$ cat config.mk
export PLATFORM = sky130hd
export DESIGN_NAME = cmp_share_arbiter
export DESIGN_NICKNAME = d
export VERILOG_FILES = /design/src/rtl/cmp_pkg.sv /design/src/rtl/cmp_core.sv /design/src/rtl/cmp_share_arbiter.sv
export SDC_FILE = /design/constraint.sdc
export NUM_CORES = 1
export LEC_CHECK = 0
export BUFFER_PORTS_ARGS = -buffer_cell sky130_fd_sc_hd__buf_4
export CAP_MARGIN = 0
export CORE_ASPECT_RATIO = 1.5
export CORE_MARGIN = 2
export CORE_UTILIZATION = 44
export CTS_CLUSTER_SIZE = 16
export DETAILED_ROUTE_END_ITERATION = 8
export GPL_ROUTABILITY_DRIVEN = 1
export PLACE_DENSITY_LB_ADDON = 0.05
export SLEW_MARGIN = 5
export SYNTH_ARGS = -nofsm -noshare
export SYNTH_HDL_FRONTEND = slang
export SYNTH_SLANG_ARGS = --single-unit
$ cat constraint.sdc
create_clock -name clk -period 1.8 [get_ports clk]
set_input_delay 0 -clock clk [delete_from_list [all_inputs] [get_ports clk]]
set_output_delay 0 -clock clk [all_outputs]
set_load 0.05 [all_outputs]
$ cat src/rtl/cmp_pkg.sv
// Shared types, defaults and the round-robin pick for the shared comparator arbiter.
package cmp_pkg;

  localparam int CMP_W    = 32;
  localparam int CMP_NREQ = 2;
  localparam int MAX_NREQ = 8;

  typedef enum logic [1:0] {
    ST_IDLE = 2'd0,
    ST_CMP  = 2'd1,
    ST_RESP = 2'd2
  } cmp_state_e;

  typedef struct packed {
    logic is_small;
    logic is_equal;
  } cmp_rsp_t;

  // One-hot grant to the first valid requester, scanning cyclically from last+1.
  function automatic logic [MAX_NREQ-1:0] rr_pick(input logic [MAX_NREQ-1:0] valid,
                                                  input logic [2:0]          last,
                                                  input int                  n);
    logic [MAX_NREQ-1:0] grant;
    logic                found;
    int                  idx;
    grant = '0;
    found = 1'b0;
    for (int i = 1; i <= MAX_NREQ; i++) begin
      idx = (int'(last) + i) % n;
      if ((i <= n) && !found && valid[idx[2:0]]) begin
        grant[idx[2:0]] = 1'b1;
        found           = 1'b1;
      end else begin
        found = found;
      end
    end
    return grant;
  endfunction

endpackage

$ cat src/rtl/cmp_core.sv
// Combinational W-bit magnitude comparator with selectable signedness.
module cmp_core
  import cmp_pkg::*;
#(
  parameter int W = CMP_W
) (
  input  logic [W-1:0] a,
  input  logic [W-1:0] b,
  input  logic         is_signed,
  output logic         is_small,
  output logic         is_equal
);

  // Differing sign bits in signed mode decide the order by A's sign alone.
  always_comb begin
    is_equal = (a == b);
    if (is_signed && (a[W-1] != b[W-1])) begin
      is_small = a[W-1];
    end else begin
      is_small = (a < b);
    end
  end

endmodule

$ cat src/rtl/cmp_share_arbiter.sv
// Round-robin sharing of one comparator between NREQ requesters with
// valid/ready request and response handshakes.
module cmp_share_arbiter
  import cmp_pkg::*;
#(
  parameter int NREQ = CMP_NREQ,
  parameter int W    = CMP_W
) (
  input  logic              clk,
  input  logic              rst_n,
  input  logic [NREQ-1:0]   req_valid,
  output logic [NREQ-1:0]   req_ready,
  input  logic [NREQ*W-1:0] req_a,
  input  logic [NREQ*W-1:0] req_b,
  input  logic [NREQ-1:0]   req_signed,
  output logic [NREQ-1:0]   rsp_valid,
  input  logic [NREQ-1:0]   rsp_ready,
  output logic [W-1:0]      rsp_result,
  output logic              rsp_equal,
  output logic              rsp_small,
  output logic              busy
);

  cmp_state_e          state_q, state_d;
  logic [W-1:0]        a_q, b_q;
  logic                sgn_q;
  logic [NREQ-1:0]     owner_q;
  logic [2:0]          owner_idx_q;
  logic [2:0]          last_q;
  logic [NREQ-1:0]     rsp_valid_q;
  cmp_rsp_t            rsp_q;

  logic [MAX_NREQ-1:0] pick_s;
  logic [NREQ-1:0]     grant_s;
  logic [2:0]          gidx_s;
  logic [W-1:0]        sel_a_s, sel_b_s;
  logic                sel_sgn_s;
  logic                accept_s;
  logic                rsp_fire_s;
  logic                core_small_s, core_equal_s;

  // Grant decode and operand mux; one-hot grant lets the mux be a plain AND-OR.
  always_comb begin
    pick_s    = rr_pick(MAX_NREQ'(req_valid), last_q, NREQ);
    grant_s   = pick_s[NREQ-1:0];
    gidx_s    = 3'd0;
    sel_a_s   = '0;
    sel_b_s   = '0;
    sel_sgn_s = 1'b0;
    for (int i = 0; i < NREQ; i++) begin
      gidx_s    = gidx_s | ({3{grant_s[i]}} & 3'(i));
      sel_a_s   = sel_a_s | (req_a[i*W +: W] & {W{grant_s[i]}});
      sel_b_s   = sel_b_s | (req_b[i*W +: W] & {W{grant_s[i]}});
      sel_sgn_s = sel_sgn_s | (req_signed[i] & grant_s[i]);
    end
    accept_s   = (state_q == ST_IDLE) && (|grant_s);
    rsp_fire_s = |(rsp_valid_q & rsp_ready);
  end

  cmp_core #(.W(W)) u_core (
    .a         (a_q),
    .b         (b_q),
    .is_signed (sgn_q),
    .is_small  (core_small_s),
    .is_equal  (core_equal_s)
  );

  // State register.
  always_ff @(posedge clk or negedge rst_n) begin
    if (!rst_n) begin
      state_q <= ST_IDLE;
    end else begin
      state_q <= state_d;
    end
  end

  // Next-state logic.
  always_comb begin
    state_d = state_q;
    case (state_q)
      ST_IDLE: begin
        if (accept_s) state_d = ST_CMP;
        else          state_d = ST_IDLE;
      end
      ST_CMP:  state_d = ST_RESP;
      ST_RESP: begin
        if (rsp_fire_s) state_d = ST_IDLE;
        else            state_d = ST_RESP;
      end
      default: state_d = ST_IDLE;
    endcase
  end

  // Operand capture, response registers and round-robin pointer.
  always_ff @(posedge clk or negedge rst_n) begin
    if (!rst_n) begin
      a_q         <= '0;
      b_q         <= '0;
      sgn_q       <= 1'b0;
      owner_q     <= '0;
      owner_idx_q <= 3'd0;
      last_q      <= 3'(NREQ-1);
      rsp_valid_q <= '0;
      rsp_q       <= '0;
    end else begin
      case (state_q)
        ST_IDLE: begin
          if (accept_s) begin
            a_q         <= sel_a_s;
            b_q         <= sel_b_s;
            sgn_q       <= sel_sgn_s;
            owner_q     <= grant_s;
            owner_idx_q <= gidx_s;
          end
        end
        ST_CMP: begin
          rsp_q.is_small <= core_small_s;
          rsp_q.is_equal <= core_equal_s;
          rsp_valid_q    <= owner_q;
        end
        ST_RESP: begin
          if (rsp_fire_s) begin
            rsp_valid_q <= '0;
            last_q      <= owner_idx_q;
          end
        end
        default: begin
          rsp_valid_q <= '0;
        end
      endcase
    end
  end

  // Output decode.
  always_comb begin
    req_ready  = (state_q == ST_IDLE) ? grant_s : '0;
    busy       = (state_q != ST_IDLE);
    rsp_valid  = rsp_valid_q;
    rsp_small  = rsp_q.is_small;
    rsp_equal  = rsp_q.is_equal;
    rsp_result = {{(W-1){1'b0}}, rsp_q.is_small};
  end

endmodule

==> impl_metrics.py, run 1 <==
metrics = {
    "timing": {
        "skew_ns": 0.00598,
        "fin_crit_ns": 1.82,
        "finalSetupTns_ns": -0.0155,
        "setup_slack_ns": -0.0155,
        "maxSlewHeadroom_pct": 36.8,
        "maxSlewViolCount": 0,
        "rsz0062_at_grt": "true",
        "worst_slew_pin_slew_ns": 0.947,
        "hold_ws_ns": -0.00235,
        "hold_violations": 2,
        "fmax_mhz": 551,
        "fin_crit_sh_pct": 101,
        "setup_viol_count_final": 1,
    },
    "clock_tree": {
        "path_clk_slew_ns": 0.05,
        "cts_tree": "done",
        "clk_latency_ns": 0.34,
        "cts_buffers": 9,
        "clock-sinks": 74,
        "cts_htree_levels": 3,
        "cts_max_path_buffers": 2,
        "root_buffer": "clkbuf_16",
    },
    "worst_setup_path": {
        "rrSetupSlack_ns": -0.02,
        "max_stage_delay_ns": 0.55,
        "r2r_end": "rsp_small",
        "crit_type": "register to register",
        "startpoint": "b_q[31]",
        "crit_top_cell": "o21ai_1",
        "crit_chain": "inv_2 -> ha_4 -> a2111oi_4 -> o21ai_1 -> or4_1 -> o21ai_1",
        "required_ns": 2.06,
        "crit_arrival_ns": 2.08,
        "cp-end-kind": "register",
        "path_buf_inv": 1,
        "path_max_fanout": 4,
        "timing.rr.start": "b_q[31]",
        "crit_path_end": "rsp_small",
        "start_kind": "register",
        "path_depth": 6,
        "worst_path_max_delay_cell": "or4_1",
        "r2r_cells": 6,
        "crit_family": "simple AND/OR/NAND/NOR gates",
    },
    "die": {
        "die_y_um": 124,
        "die_w_um": 83.9,
        "dieArea_um2": 10400,
        "num_rows": 43,
        "core_um2": 9250,
        "pin_count": 175,
        "start_util_pct": 45.5,
    },
    "yosys": {
        "syn_inst": 442,
        "synth_top_area_share_pct": 43.4,
        "synth_edf_count": 0,
        "ys_top_cells_by_count": "dfrtp_1, a22oi_1, nand2_1",
        "synth-compound-area-share_pct": 26.4,
        "avgSynthCellArea_um2": 9.52,
        "ys_seq_area_share_pct": 44.0,
        "synth_xor_area_share_pct": 0,
        "yosys.area.top_type": "dfrtp_1",
        "yosys_warnings": 0,
        "synth_mux_area_share_pct": 0.743,
        "synth.most_common_cell": "dfrtp_1",
        "synth_cell_types": 36,
        "synth-simple-area-share_pct": 7.85,
        "synthFlopType": "dfrtp_1",
        "ys_seq_elements": 74,
        "async_flop_share_pct": 100,
        "synth-adder-area-share_pct": 9.51,
        "synthesis.area_um2": 4210,
        "ys_top_cells_by_area": "dfrtp_1, a22oi_1, ha_1",
        "synth_top_family_by_area": "compound AO/OA/AOI/OAI gates",
    },
    "detailed_routing": {
        "post-route-drc-count": 0,
        "ant_nets": 0,
        "dr.pass1.iters": 5,
        "drtIter0Drc": 172,
        "routed_wl_um": 12800,
        "avgRoutedWirePerCell_um": 15.9,
        "vias": 4220,
        "vias_per_cell": 5.27,
    },
    "power": {
        "leakagePower_nw": 3.22,
        "power.density_nw_per_um2": 1380,
        "peakVddDrop_mv": 1.49,
    },
    "placement": {
        "portBuffers": 143,
        "post-dp-hpwl_um": 7460,
        "place_congestion": 0.745,
    },
    "run_status": {
        "status": "finished, violations left",
        "violations": "hold timing, setup timing",
    },
    "grt": {
        "grt.total_usage_pct": 24.2,
        "antenna_found_initial": 0,
        "grt_pass1_wl_um": 19900,
        "grt_overflow": 0,
        "grt_pass1_vias": 4279,
        "grt_max_degree": 75,
    },
    "finish": {
        "fill_cells": 678,
        "final_util_pct": 72.5,
        "diodes": 0,
        "drive_above_1_share_pct": 27.0,
        "nNetsFinal": 852,
        "area_delta_synth_final_pct": 59.5,
    },
    "job": {
        "maxCapViolations": 0,
    },
    "min_path": {
        "hp-class": "input port to register",
    },
}
-- cell usage in the layout, fill, tap and decap left out, drive strengths merged --
master / n
clkbuf: 14
mux2: 1
dfstp: 1
o21bai: 1
and2b: 2
inv: 34
o211ai: 1
nor2b: 2
nand3: 6
a22oi: 67
clkinv: 2
a211oi: 2
o22ai: 32
o21a: 1
or2: 1
dlygate4sd3: 105
nor2: 3
nand4: 8
buf: 155
a21oi: 13
dfrtp: 73
conb: 31
o21ai: 43
ha: 32
nand2: 43
nand2b: 1
a21o: 6
o41a: 1
a2111oi: 2
or3: 1
or4: 1
nor3b: 1
mux2i: 2
nor4: 1
-- sequential cells by signal (all words and copies together), names as in the netlist --
signal / flops
a_q: 32
b_q: 32
last_q: 1
owner_q: 2
rsp_equal: 1
rsp_small: 1
rsp_valid: 2
sgn_q: 1
state_q: 2
-- worst register-to-register path, stage by stage (launching register included) --
cell	delay, ns
dfrtp_1	0.38
inv_2	0.08
ha_4	0.22
a2111oi_4	0.28
o21ai_1	0.10
or4_1	0.55
o21ai_1	0.13
-- cell type report --
type                            instances  area, um^2  share of cell area (%)
Tap cell                              112         140                    2.09
Multi-Input combinational cell        305        2040                    30.4
Clock buffer                           14         274                    4.08
Clock inverter                          2        10.0                   0.149
Timing Repair Buffer                  260        2260                    33.7
Inverter                               34         128                    1.90
Sequential cell                        74        1850                    27.6
-- how the worst min path moves through the flow --
| stage | slack (ns) | start | end | depth (start not counted) |
|---|---|---|---|---|
| after floorplan | -0.30 | rst_n | a_q[0] | 0 |
| after global placement | 0.20 | rst_n | b_q[26] | 1 |
| after detailed placement | 0.20 | rst_n | b_q[26] | 1 |
| after CTS | 0.0009 | req_b[15] | b_q[15] | 3 |
| after global routing | 0.005 | req_a[16] | a_q[16] | 3 |
| final | -0.002 | req_a[4] | a_q[4] | 3 |
-- cell families after synthesis --
group | Yosys count
adders and majority gates | 32
AOI/OAI and AO/OA | 168
other | 1
muxes | 3
buffers and inverters | 94
and+or+nand+nor | 70
DFF | 74
-- power breakdown --
part | switching (W) | leakage (nW) | internal (W)
Sequential | 0.000394 | 0.915 | 0.00247
Clock | 0.000650 | 0.143 | 0.00104
Combinational | 0.00273 | 2.17 | 0.00200
-- timing repair --
action	CTS	global route
setup buffers	0	1
gates cloned	0	1
endpoints found under the hold margin	131	0
hold buffers	105	0
pin swaps	0	4
resized for setup	5	5
endpoints found under the setup margin	3	12
-- per-layer routing --
| metal | up-vias | track usage, % | part of all wire [%] |
|---|---|---|---|
| li1 | 2044 | - | - |
| met1 | 2004 | 27.6 | 39 |
| met2 | 146 | 44.7 | 54 |
| met3 | 26 | 3.84 | 4.2 |
| met4 | 0 | 11.0 | 2.6 |
| met5 | - | 0 | 0 |
-- per-stage QoR --
step	std cells	worst slack, ns	total power, W	cell area, um^2
floorplan	472	-0.178	0.00596	4320
global placement	678	-0.0245	0.00712	5320
detailed placement	678	-0.0609	0.00725	5320
CTS	799	0.00202	0.00923	6680
global route	801	-0.0892	0.0101	6710
finish	801	-0.0155	0.00929	6710
No activity file was read; power rests on OpenSTA's default activity.
==> run 2, diff against run 1 <==
--- a/config.mk
+++ b/config.mk
@@ -5,11 +5,13 @@
 export SDC_FILE = /design/constraint.sdc
 export NUM_CORES = 1
 export LEC_CHECK = 0
+export ABC_AREA = 1
 export BUFFER_PORTS_ARGS = -buffer_cell sky130_fd_sc_hd__buf_4
 export CAP_MARGIN = 0
 export CORE_ASPECT_RATIO = 1.5
 export CORE_MARGIN = 2
-export CORE_UTILIZATION = 44
+export CORE_UTILIZATION = 49
+export CTS_CLUSTER_DIAMETER = 100
 export CTS_CLUSTER_SIZE = 16
 export DETAILED_ROUTE_END_ITERATION = 8
 export GPL_ROUTABILITY_DRIVEN = 1
==> constraint.sdc (replaced) <==
create_clock -name clk -period 1.9 [get_ports clk]
set_input_delay 0 -clock clk [delete_from_list [all_inputs] [get_ports clk]]
set_output_delay 0 -clock clk [all_outputs]
set_load 0.05 [all_outputs]
==> run 2 against run 1 <==
  * The flow now finishes without violations
  * Largest cell class unchanged
  * Sequential power is essentially flat
  * Sequential share of layout area shrank 1.3 points
  * Synthesized area grew 6.2%
  * Cell count grew 18%
==> impl_metrics.py, run 2 <==
metrics = {
    "yosys": {
        "synthesis.area_um2": 4470,
        "async_flop_share_pct": 100,
        "synth.most_common_cell": "nand2_1",
        "ys_seq_area_share_pct": 41.4,
        "ys_top_cells_by_count": "nand2_1, nor2_1, dfrtp_1",
        "avgSynthCellArea_um2": 7.79,
        "synth_cell_types": 28,
        "ys_top_cells_by_area": "dfrtp_1, nand2_1, a31oi_1",
        "synth_edf_count": 0,
        "ys_seq_elements": 74,
        "yosys_warnings": 0,
        "synth_top_area_share_pct": 40.9,
        "synthFlopType": "dfrtp_1",
        "yosys.area.top_type": "dfrtp_1",
        "syn_inst": 574,
    },
    "worst_setup_path": {
        "crit_chain": "nand2_1 -> nand2_1 -> nor2_4 -> nor2_2 -> clkinv_2 -> buf_4 -> nor2_1 -> a31oi_1",
        "max_stage_delay_ns": 0.55,
        "cp-end-kind": "register",
        "start_kind": "register",
        "crit_type": "register to register",
        "required_ns": 2.08,
        "worst_path_max_delay_cell": "dfstp_2",
        "crit_top_cell": "nand2_1",
        "path_max_fanout": 53,
        "crit_arrival_ns": 1.93,
    },
    "finish": {
        "area_delta_synth_final_pct": 57.5,
        "drive_above_1_share_pct": 20.8,
        "final_common_cell": "nand2_1",
        "regArea_um2": 1850,
        "fill_cells": 566,
        "nNetsFinal": 1001,
        "multi_input_area_um2": 2120,
        "layout_common_cells": "nand2_1, buf_4, dlygate4sd3_1",
        "top_regs": "a_q: 32 flops, b_q: 32 flops",
    },
    "clock_tree": {
        "cts_buffers": 9,
        "clk_latency_ns": 0.34,
        "cts_setup_buffers": 0,
        "cts_tree": "done",
        "clock-sinks": 74,
        "cts_max_path_buffers": 2,
        "root_buffer": "clkbuf_16",
        "path_clk_slew_ns": 0.06,
        "cts_htree_levels": 3,
    },
    "job": {
        "maxCapViolations": 0,
    },
    "detailed_routing": {
        "vias_per_cell": 5.06,
        "vias": 4802,
        "drtIter0Drc": 303,
        "routed_wl_um": 13500,
        "dr.pass1.iters": 4,
        "post-route-drc-count": 0,
        "avgRoutedWirePerCell_um": 14.2,
        "ant_nets": 0,
    },
    "timing": {
        "worst_slew_pin_slew_ns": 0.946,
        "fin_crit_sh_pct": 91.9,
        "hold_violations": 0,
        "fin_crit_ns": 1.75,
        "finalSetupTns_ns": 0,
        "skew_ns": 0.00762,
        "maxSlewViolCount": 0,
        "rsz0062_at_grt": "false",
        "maxSlewHeadroom_pct": 36.9,
        "setup_viol_count_final": 0,
        "setup_slack_ns": 0.154,
        "fmax_mhz": 573,
    },
    "die": {
        "core_um2": 8830,
        "num_rows": 42,
        "start_util_pct": 50.7,
        "dieArea_um2": 9920,
        "die_w_um": 82,
        "die_y_um": 121,
        "pin_count": 175,
    },
    "placement": {
        "post-dp-hpwl_um": 7460,
        "portBuffers": 143,
        "place_congestion": 0.781,
        "place_ws_ns": 0.0818,
    },
    "grt": {
        "antenna_found_initial": 0,
        "grt_overflow": 0,
        "grt.total_usage_pct": 28.3,
        "grt_pass1_wl_um": 21500,
        "grt_pass1_vias": 4857,
        "grt_max_degree": 79,
    },
    "min_path": {
        "hp-class": "input port to register",
    },
    "power": {
        "power.density_nw_per_um2": 1300,
        "leakagePower_nw": 3.52,
        "total_power_w": 0.00915,
        "peakVddDrop_mv": 0.790,
    },
    "run_status": {
        "status": "complete, no violations",
    },
}
## run 2: cell count changes in the layout (fill, tap and decap cells not counted), moves of 30 or more
cell and change:
a22oi_1 -67, a31oi_1 +65, nand2_1 +128, nor2_1 +74
o21ai_0 -32, o22ai_1 -30
## run 2: cell type report
cell class	count	share of cell area, %
diodes	1	0.0355
clock buffers	11	3.59
clock inverters	5	0.746
inverters	51	2.81
multi-input cells	419	30.1
flip-flops and latches	74	26.3
well taps	110	1.95
repair buffers	278	34.5
## run 2: stage by stage
step	hold WS, ns	instances	utilization [%]	cell area [um^2]
after floorplan	-0.296	604	-	4580
after global placement	0.202	801	61.3	5410
after detailed placement	0.210	801	61.3	5410
after CTS	0.0412	948	79.6	7030
after global routing	0.0621	948	79.7	7040
final	0.0519	949	79.8	7040
## run 2: layer usage
metal	up-vias	part of all wire, %	global-route usage (%)
met5	-	0	0
met4	0	5.3	16.6
met3	64	6.3	6.85
met2	207	51	48.2
met1	2210	37	31.0
li1	2321	-	-
## run 2: cell families after synthesis
kind of cell               synth area share [%]
and+or+nand+nor                            22.7
DFF                                        41.4
other                                    0.0839
buffers and inverters                      13.9
AOI/OAI and AO/OA                          13.0
adders and majority gates                  8.95
## run 2: timing repair
item                                   4_1_cts  5_1_grt
setup endpoints to repair                    0       67
hold buffers                               131        0
resized for setup                            0        3
endpoints found under the hold margin      138        0
## run 2: worst paths after layout
check | startpoint | end | slack [ns] | cells past startpoint
worst max-delay path | last_q[0] | a_q[8] | 0.15 | 8
worst min-delay path | req_valid[0] | owner_q[0] | 0.05 | 3
worst max register to register | last_q[0] | a_q[8] | 0.15 | 8
worst min register to register | rsp_equal | rsp_equal | 0.49 | 2
max in group asynchronous | rst_n | a_q[15] | 0.94 | 2
min in group asynchronous | rst_n | rsp_valid[1] | 0.36 | 2
## run 2: critical path: cells and delay by family (launching register included)
| family | cells | cell delay [ns] |
|---|---|---|
| AND/OR/NAND/NOR | 5 | 0.57 |
| AO/OA/AOI/OAI | 1 | 0.06 |
| flip-flops | 1 | 0.55 |
| buffers and inverters | 2 | 0.38 |
## run 2: where the power goes
group          switching (W)  internal (W)
sequential          0.000491       0.00240
combinational        0.00266       0.00185
clock               0.000656       0.00108
==> run 3, diff against run 2 <==
--- a/config.mk
+++ b/config.mk
@@ -16,6 +16,7 @@
 export DETAILED_ROUTE_END_ITERATION = 8
 export GPL_ROUTABILITY_DRIVEN = 1
 export PLACE_DENSITY_LB_ADDON = 0.05
+export REMOVE_ABC_BUFFERS = 1
 export SLEW_MARGIN = 5
 export SYNTH_ARGS = -nofsm -noshare
 export SYNTH_HDL_FRONTEND = slang
==> run 3 against run 2 <==
  * Clock skew shrank 0.0015 ns
  * Register-to-register slack gained 0.098 ns
  * Power shrank 1.5%
  * Combinational power grew 1%
  * Sequential power is essentially flat
==> impl_metrics.py, run 3 (synthesis results as in run 2) <==
metrics = {
    "run_status": {
        "status": "complete, no violations",
    },
    "grt": {
        "grt_max_degree": 86,
        "grt_pass1_vias": 4831,
        "grt_overflow": 0,
        "grt_pass1_wl_um": 20600,
        "grt.total_usage_pct": 26.9,
        "antenna_found_initial": 0,
    },
    "timing": {
        "worst_slew_pin_slew_ns": 0.547,
        "fin_crit_ns": 1.65,
        "rsz0062_at_grt": "false",
        "fin_crit_sh_pct": 86.7,
        "maxSlewViolCount": 0,
        "fmax_mhz": 607,
        "hold_violations": 0,
        "maxSlewHeadroom_pct": 63.6,
        "setup_viol_count_final": 0,
        "finalSetupTns_ns": 0,
        "skew_ns": 0.00611,
    },
    "clock_tree": {
        "cts_buffers": 9,
        "cts_max_path_buffers": 2,
        "path_clk_slew_ns": 0.06,
        "cts_setup_buffers": 0,
        "clk_latency_ns": 0.33,
        "root_buffer": "clkbuf_16",
        "cts_tree": "done",
        "cts_resized": 0,
        "clock-sinks": 74,
        "hold_buffers": 131,
        "cts_htree_levels": 3,
    },
    "detailed_routing": {
        "drtIter0Drc": 183,
        "vias_per_cell": 4.96,
        "post-route-drc-count": 0,
        "routed_wl_um": 12800,
        "vias": 4728,
        "dr.pass1.iters": 4,
        "avgRoutedWirePerCell_um": 13.4,
        "ant_nets": 0,
    },
    "finish": {
        "multi_input_area_um2": 2110,
        "nNetsFinal": 1006,
        "stdcell_count": 953,
        "drive_above_1_share_pct": 20.9,
        "layout_common_cells": "nand2_1, buf_4, dlygate4sd3_1",
        "fill_cells": 604,
        "regArea_um2": 1850,
        "final_common_cell": "nand2_1",
        "stdcell_area_um2": 7090,
        "area_delta_synth_final_pct": 58.5,
        "top_regs": "a_q: 32 flops, b_q: 32 flops",
    },
    "die": {
        "dieArea_um2": 9920,
        "num_rows": 42,
        "die_y_um": 121,
        "pin_count": 175,
        "core_um2": 8830,
        "start_util_pct": 50.7,
        "die_w_um": 82,
    },
    "worst_setup_path": {
        "required_ns": 2.12,
        "max_stage_delay_ns": 0.36,
        "crit_family": "simple AND/OR/NAND/NOR gates",
        "worst_path_max_delay_cell": "dfrtp_1",
        "crit_top_cell": "nand2_1",
        "crit_type": "register to register",
        "crit_arrival_ns": 1.87,
        "start_kind": "register",
        "path_max_fanout": 2,
        "cp-end-kind": "register",
        "path_buf_inv": 2,
        "crit_chain": "inv_1 -> ha_1 -> nand2_1 -> nor2_1 -> nand2_1 -> nor4_1 -> buf_4 -> nand2_1 -> nand2_1 -> a21oi_1",
    },
    "job": {
        "maxCapViolations": 0,
    },
    "placement": {
        "dp_cells": 806,
        "place_congestion": 0.777,
        "post-dp-hpwl_um": 7710,
        "placed_cell_area_um2": 5500,
        "portBuffers": 143,
    },
    "min_path": {
        "hp-class": "input port to register",
    },
    "power": {
        "peakVddDrop_mv": 1.86,
        "power.density_nw_per_um2": 1270,
        "leakagePower_nw": 3.55,
    },
}
-- run 3: layout make-up --
type,count,share of cell area (%)
antenna,1,0.0353
clock buffer,12,3.62
clock inverter,3,0.212
inverter,51,2.75
multi-input combinational,419,29.8
sequential,74,26.1
tap,110,1.94
timing repair buffer,283,35.5
-- run 3: tightest hold or removal path: stages --
cell and delay, ns:
buf_4 0.12, o21ai_2 0.11, o22ai_1 0.10
-- run 3: metal layers --
layer | up-vias | global-route usage [%] | wire length, um
li1 | 2335 | - | -
met1 | 2203 | 28.6 | 4840
met2 | 158 | 50.2 | 6970
met3 | 32 | 4.69 | 584
met4 | 0 | 11.3 | 388
met5 | - | 0 | 0
-- run 3: path summary, 6_finish.rpt --
path                               to          from  cells after the start  slack (ns)
max reg2reg                 rsp_small       b_q[27]                     10        0.25
max in group asynchronous   last_q[0]         rst_n                      3        1.07
min                        owner_q[0]  req_valid[0]                      3        0.05
min reg2reg                 last_q[0]     last_q[0]                      2        0.52
max                         rsp_small       b_q[27]                     10        0.25
min in group asynchronous      b_q[2]         rst_n                      2        0.20
-- run 3: power by group --
part,total [W],switching [W],internal (W)
logic,0.00458,0.00267,0.00191
clock network,0.00156,0.000616,0.000940
registers,0.00287,0.000466,0.00240
total,0.00901,0.00375,0.00526
-- run 3: per-stage QoR --
stage                     setup slack, ns  total power, W  util [%]  hold WS, ns
final                               0.252         0.00901      80.3       0.0468
after global routing                0.109         0.00988      80.2       0.0556
after CTS                           0.258         0.00905      80.2       0.0414
after detailed placement            0.258         0.00727      62.3       0.0245
after global placement              0.323         0.00711      62.3       0.0256
after floorplan                    -0.420         0.00595         -       -0.296
